## src/rtl/tx_packet_scheduler.sv

```systemverilog
// tx_packet_scheduler: arbitrates the single serial Sender among ACK, LOST,
// READY and DATA packets. Non-ACK packets use stop-and-wait with a 1-bit
// sequence number, timeout retransmit and a bounded retry count.
module tx_packet_scheduler #(
  parameter int TIMEOUT_CYCLES = 5000,
  parameter int MAX_RETRIES    = 7
) (
  input  logic       clk,
  input  logic       rst,
  input  logic       req_ack,
  input  logic       req_ack_seq,
  input  logic       req_lost,
  input  logic       req_ready,
  input  logic       req_data,
  input  logic       ack_received,
  input  logic       ack_seqNum,
  input  logic       send_done,
  input  logic       err_clear,
  output logic       send_start,
  output logic [1:0] send_type,
  output logic       send_seqNum,
  output logic       busy,
  output logic       outstanding,
  output logic [2:0] retry_cnt,
  output logic [3:0] acked_cnt,
  output logic       link_error
);

  localparam int TW = $clog2(TIMEOUT_CYCLES);
  localparam logic [TW-1:0] TIMER_LAST = TW'(TIMEOUT_CYCLES - 1);
  localparam logic [2:0]    RETRY_MAX  = 3'(MAX_RETRIES);

  localparam logic [1:0] T_ACK   = 2'd0;
  localparam logic [1:0] T_READY = 2'd1;
  localparam logic [1:0] T_LOST  = 2'd2;
  localparam logic [1:0] T_DATA  = 2'd3;

  typedef enum logic [1:0] {S_IDLE, S_SEND, S_WAIT_ACK} state_t;

  state_t        state_q, state_d;
  logic          ack_pend_q, ack_pend_d;
  logic          ack_seq_q, ack_seq_d;
  logic          lost_pend_q, lost_pend_d;
  logic          ready_pend_q, ready_pend_d;
  logic          data_pend_q, data_pend_d;
  logic          tx_seq_q, tx_seq_d;
  logic [TW-1:0] timer_q, timer_d;
  logic [2:0]    retry_q, retry_d;
  logic [3:0]    acked_q, acked_d;
  logic          link_err_q, link_err_d;
  logic          outstanding_q, outstanding_d;
  logic          send_start_q, send_start_d;
  logic [1:0]    type_q, type_d;
  logic          seq_q, seq_d;
  logic [1:0]    rel_type_q, rel_type_d;  // type of the reliable packet awaiting ACK

  logic ack_match;
  logic clr_ack, clr_lost, clr_ready, clr_data, set_err;

  assign ack_match = ack_received && outstanding_q && (ack_seqNum == tx_seq_q);

  // Next-state logic: arbitration, stop-and-wait control and pending flags
  always_comb begin
    state_d       = state_q;
    send_start_d  = 1'b0;
    type_d        = type_q;
    seq_d         = seq_q;
    rel_type_d    = rel_type_q;
    outstanding_d = outstanding_q;
    tx_seq_d      = tx_seq_q;
    timer_d       = timer_q;
    retry_d       = retry_q;
    acked_d       = acked_q;
    clr_ack       = 1'b0;
    clr_lost      = 1'b0;
    clr_ready     = 1'b0;
    clr_data      = 1'b0;
    set_err       = 1'b0;

    case (state_q)
      S_IDLE: begin
        if (ack_pend_q) begin
          state_d      = S_SEND;
          send_start_d = 1'b1;
          type_d       = T_ACK;
          seq_d        = ack_seq_q;
          clr_ack      = 1'b1;
        end else if (!outstanding_q && (lost_pend_q || ready_pend_q || data_pend_q)) begin
          state_d       = S_SEND;
          send_start_d  = 1'b1;
          seq_d         = tx_seq_q;
          outstanding_d = 1'b1;
          timer_d       = '0;
          retry_d       = '0;
          if (lost_pend_q) begin
            type_d   = T_LOST;
            clr_lost = 1'b1;
          end else if (ready_pend_q) begin
            type_d    = T_READY;
            clr_ready = 1'b1;
          end else begin
            type_d   = T_DATA;
            clr_data = 1'b1;
          end
          rel_type_d = type_d;
        end
      end
      S_SEND: begin
        // An ACK accepted during this packet means there is nothing to wait for
        if (send_done)
          state_d = (outstanding_q && !ack_match) ? S_WAIT_ACK : S_IDLE;
      end
      S_WAIT_ACK: begin
        if (ack_match) begin
          state_d = S_IDLE;
        end else if (ack_pend_q) begin
          // Interleave the ACK; timer holds until we return here
          state_d      = S_SEND;
          send_start_d = 1'b1;
          type_d       = T_ACK;
          seq_d        = ack_seq_q;
          clr_ack      = 1'b1;
        end else if (timer_q == TIMER_LAST) begin
          timer_d = '0;
          if (retry_q < RETRY_MAX) begin
            retry_d      = retry_q + 3'd1;
            state_d      = S_SEND;
            send_start_d = 1'b1;
            type_d       = rel_type_q;
            seq_d        = tx_seq_q;
          end else begin
            set_err       = 1'b1;
            outstanding_d = 1'b0;
            retry_d       = '0;
            clr_lost      = 1'b1;
            clr_ready     = 1'b1;
            clr_data      = 1'b1;
            state_d       = S_IDLE;
          end
        end else begin
          timer_d = timer_q + 1'b1;
        end
      end
      default: state_d = S_IDLE;
    endcase

    if (ack_match) begin
      outstanding_d = 1'b0;
      tx_seq_d      = ~tx_seq_q;
      retry_d       = '0;
      timer_d       = '0;
      acked_d       = acked_q + 4'd1;
    end
  end

  // Request flags are sticky; a pulse on the deciding cycle still registers
  assign ack_pend_d   = (ack_pend_q & ~clr_ack) | req_ack;
  assign ack_seq_d    = req_ack ? req_ack_seq : ack_seq_q;
  assign lost_pend_d  = (lost_pend_q & ~clr_lost) | req_lost;
  assign ready_pend_d = (ready_pend_q & ~clr_ready) | req_ready;
  assign data_pend_d  = (data_pend_q & ~clr_data) | req_data;
  assign link_err_d   = (link_err_q & ~err_clear) | set_err;

  // State and datapath registers with synchronous reset
  always_ff @(posedge clk) begin
    if (rst) begin
      state_q       <= S_IDLE;
      ack_pend_q    <= 1'b0;
      ack_seq_q     <= 1'b0;
      lost_pend_q   <= 1'b0;
      ready_pend_q  <= 1'b0;
      data_pend_q   <= 1'b0;
      tx_seq_q      <= 1'b0;
      timer_q       <= '0;
      retry_q       <= '0;
      acked_q       <= '0;
      link_err_q    <= 1'b0;
      outstanding_q <= 1'b0;
      send_start_q  <= 1'b0;
      type_q        <= T_ACK;
      seq_q         <= 1'b0;
      rel_type_q    <= T_ACK;
    end else begin
      state_q       <= state_d;
      ack_pend_q    <= ack_pend_d;
      ack_seq_q     <= ack_seq_d;
      lost_pend_q   <= lost_pend_d;
      ready_pend_q  <= ready_pend_d;
      data_pend_q   <= data_pend_d;
      tx_seq_q      <= tx_seq_d;
      timer_q       <= timer_d;
      retry_q       <= retry_d;
      acked_q       <= acked_d;
      link_err_q    <= link_err_d;
      outstanding_q <= outstanding_d;
      send_start_q  <= send_start_d;
      type_q        <= type_d;
      seq_q         <= seq_d;
      rel_type_q    <= rel_type_d;
    end
  end

  assign send_start  = send_start_q;
  assign send_type   = type_q;
  assign send_seqNum = seq_q;
  assign busy        = (state_q != S_IDLE);
  assign outstanding = outstanding_q;
  assign retry_cnt   = retry_q;
  assign acked_cnt   = acked_q;
  assign link_error  = link_err_q;

endmodule

```

## config.mk

```make
export PLATFORM = sky130hd
export DESIGN_NAME = tx_packet_scheduler
export DESIGN_NICKNAME = d
export VERILOG_FILES = /design/src/rtl/tx_packet_scheduler.sv
export SDC_FILE = /design/constraint.sdc
export NUM_CORES = 1
export LEC_CHECK = 0
export ABC_CLOCK_PERIOD_IN_PS = 1900
export CAP_MARGIN = 20
export CORE_MARGIN = 1
export CORE_UTILIZATION = 48
export CTS_BUF_LIST = sky130_fd_sc_hd__clkbuf_16
export DETAILED_ROUTE_END_ITERATION = 12
export GPL_TIMING_DRIVEN = 0
export PLACE_DENSITY = 0.8
export SYNTH_ARGS = -nofsm -noshare
export SYNTH_HDL_FRONTEND = slang
export SYNTH_SLANG_ARGS = --single-unit
```

## constraint.sdc

```tcl
create_clock -name clk -period 1.9 [get_ports clk]
set_input_delay 0.285 -clock clk [delete_from_list [all_inputs] [get_ports clk]]
set_output_delay 0.285 -clock clk [all_outputs]
set_load 0.05 [all_outputs]
```

==> summary.txt <==
Run status
  – Status: completed

Clocking
  – Clk Latency, worst-skew pair: 0.28 ns
  – # hold bufs at CTS: 0
  – CTS tree: yes
  – Clock Sinks: 36
  – Htree depth: 2
  – Clk buf depth: 2
  – CTS root buffer: clkbuf_16
  – Clock slew at reported path FFs: 0.05 ns
  – Num CTS Buffers: 5

Timing
  – Worst Skew: between 0.004 and 0.005 ns
  – Final setup fails: 0
  – Slew HR: between 60% and 70%
  – Min Hold Slack: about 0.46 ns
  – Final Hold Violating Endpoints: 0
  – Fin Setup TNS: 0 ns
  – Final min period: about 1.9 ns
  – Least-Margin Pin Slew: about 0.58 ns
  – Fmax: approximately 0.54 GHz
  – Period utilization: 97.64%
  – Pins Over Slew Limit: 0

Floorplanning
  – Rows: 21
  – I/O Pins: 25
  – Full die area: ~3900 µm²
  – Die Ht: between 60 and 70 µm
  – Starting Density: between 50% and 60%
  – Chip width: between 60 and 70 µm
  – Core area: around 3400 µm²

Routing
  – Final WL: roughly 4.3 mm
  – Vias: approximately 1,700
  – Detail Route Antenna Nets: 0
  – Pre-antenna DRT Iters: 4
  – Vias per cell: between 6 and 7
  – Initial DRC Count: 64
  – DR DRC count: 0
  – Drt wl/cell: 15.57 µm

Hold path
  – Hold Crit Class: reg2reg
  – HP Start: rel_type_q[0]
  – WHS Path Cells: 2
  – Hold EP: rel_type_q[0]

Yosys
  – Synthesis warning total: 0
  – Netlist Area Pre-Place: roughly 1800 µm²
  – Leading area contributor after synthesis: dfxtp_1
  – Syn avg cell area: 8.808 µm²
  – Mapped Nets: 214
  – #FFs+latches synth: 36
  – Post-synth EDFFs: 0
  – Post-synthesis cell type count: 43
  – Yosys top cell area share: 40.91%
  – Ys flop type: dfxtp_1
  – Ys async rst share: 0%
  – Sequential share of the synthesized area: between 40% and 50%
  – Syn Inst Count: 200
  – Top cells by area, synth: dfxtp_1 41%, or4_1 4.7%, a21oi_1 4.5%, mux2i_1 4.0%, o31ai_1 3.4%

Placed design
  – IO Port Bufs: 23
  – Hpwl dp: a little under 3 mm
  – Routability Congestion: between 0.7 and 0.8
  – Placed inst area: a little over 2000 µm²

Cells and area
  – Final #Nets: approximately 250
  – Final core utilization: approximately 68%
  – Area delta synth->final: 32.32%
  – Final instance area: ~2300 µm²
  – Share of post-route cells with drive strength above 1: 14.59%
  – Fillers: 288
  – # diodes: 0

Worst setup path
  – Reg-to-Reg End: data_pend_q
  – Reg2reg setup slack: 0.04 ns
  – R2R depth: 4
  – Worst endpoint data arrival time: 2.02 ns
  – Crit. End Element: flop
  – Worst path required time: just over 2 ns
  – Startpoint types: flop
  – WS Path Type: reg2reg
  – R2r startpoint: state_q[0]
  – Crit Path Max Fanout: 7

Power
  – Overall power: about 2100 µW
  – Max VDD drop: between 0.0006 and 0.0007 V
  – LEAKAGE: roughly 0.00085 µW
  – Power Density: roughly 900 nW/µm²

Global route
  – Initial antenna violation count: 0
  – Vias in the first global route: roughly 1,600
  – GRT Resource Usage Total: between 20% and 30%
  – Pin count of the biggest net entering global routing: 11
  – First-pass GRT wire length: 7.155 mm
  – Grt ovf: 0

Job
  – # Max-Cap Violations: 0
placed cells by master (no fill, tap or decap), types with 5 or more instances in the layout:
cell type	count
a21oi_1	16
clkbuf_16	5
clkdlybuf4s50_1	21
dfxtp_1	33
inv_1	7
mux2i_1	7
nand2_1	12
nand3_1	10
nand4_1	7
nor2_1	13
nor2b_1	5
nor3_1	6
o31ai_1	8
or4_1	9
layout make-up:
cell class | count | area (µm²) | share of cell area (%)
buffer | 8 | 51.30 | 2.201
multi-input combinational | 150 | 1082 | 46.43
clock inverter | 3 | 11.26 | 0.4831
sequential | 36 | 726.9 | 31.19
clock buffer | 5 | 125.1 | 5.368
tap | 46 | 57.56 | 2.469
timing repair buffer | 26 | 257.7 | 11.06
inverter | 5 | 18.77 | 0.8052
metal layers:
metal	routed length [µm]	global-route usage [%]	share of wire, %
met1	1969	27.81	45
met3	177	7.482	4.1
met2	2126	38.59	49
met4	71	9.302	1.6
met5	0	0	0
how the worst max path moves through the flow:
stage	slack [ns]	startpoint	depth (start not counted)	to
2_1_floorplan	-0.03	state_q[0]	5	data_pend_q
3_3_place_gp	-0.18	state_q[1]	6	timer_q[1]
3_5_place_dp	-0.21	state_q[1]	6	timer_q[1]
4_1_cts	-0.002	timer_q[0]	5	send_type[0]
5_1_grt	-0.02	timer_q[7]	4	state_q[0]
6_report	0.04	state_q[0]	4	data_pend_q
sequential cells by signal, summed over array words and instances (netlist names), 2 cells and up:
| signal | cells |
|---|---|
| acked_cnt | 4 |
| send_type | 2 |
| timer_q | 13 |
| retry_cnt | 3 |
| rel_type_q | 2 |
| state_q | 2 |
synthesized netlist by cell type, drive strengths merged (2+ instances only):
cell type and n:
buf 6, nor2 14, and3 2, o31ai 8, nand2b 3, dfxtp 36, or2 2, or3 3
inv 5, and4 2, nor3 6, nand4 7, a21oi 16, mux2i 7, or4 11, a2111oi 2
a32o 3, xor2 3, nand3 11, mux2 3, xnor2 3, clkbuf 3, nor2b 5, ha 3
a31oi 4, o21ai 5, nor4 2, nand2 12
worst max-delay path: stages, from the launching register on:
cell and delay [ns]:
dfxtp_4 0.37, or2_4 0.27, or4_4 0.56, or3_1 0.32, a32o_1 0.22
kinds of logic (layout without fill, tap and decap cells):
kind of cell / count (synthesis) / after routing / synth area share, %
adder cells (fa/ha/maj): 3 / 3 / 2.131
AND/OR/NAND/NOR: 84 / 84 / 26.78
multiplexers: 10 / 10 / 5.895
AO/OA/AOI/OAI: 47 / 47 / 17.97
flip-flops: 36 / 36 / 40.91
XOR/XNOR: 6 / 6 / 2.983
buffers and inverters: 14 / 47 / 3.338
report_power, final:
| group | switching (µW) | total (µW) | internal [µW] |
|---|---|---|---|
| logic | 272 | 470 | 198 |
| registers | 41.5 | 842 | 800 |
| clock network | 292 | 763 | 471 |
stage by stage:
stage / setup WS [ns] / instances
floorplan: -0.03218 / 200
global placement: -0.1823 / 269
detailed placement: -0.2088 / 269
CTS: -0.001502 / 276
global route: -0.01520 / 279
finish: 0.04483 / 279
what timing repair did:
item	CTS	global route
pin swaps	0	1
gates cloned	0	1
buffers inserted	0	2
endpoints found under the setup margin	17	21
gates resized for setup	10	18
(Power assumes the default switching activity.)
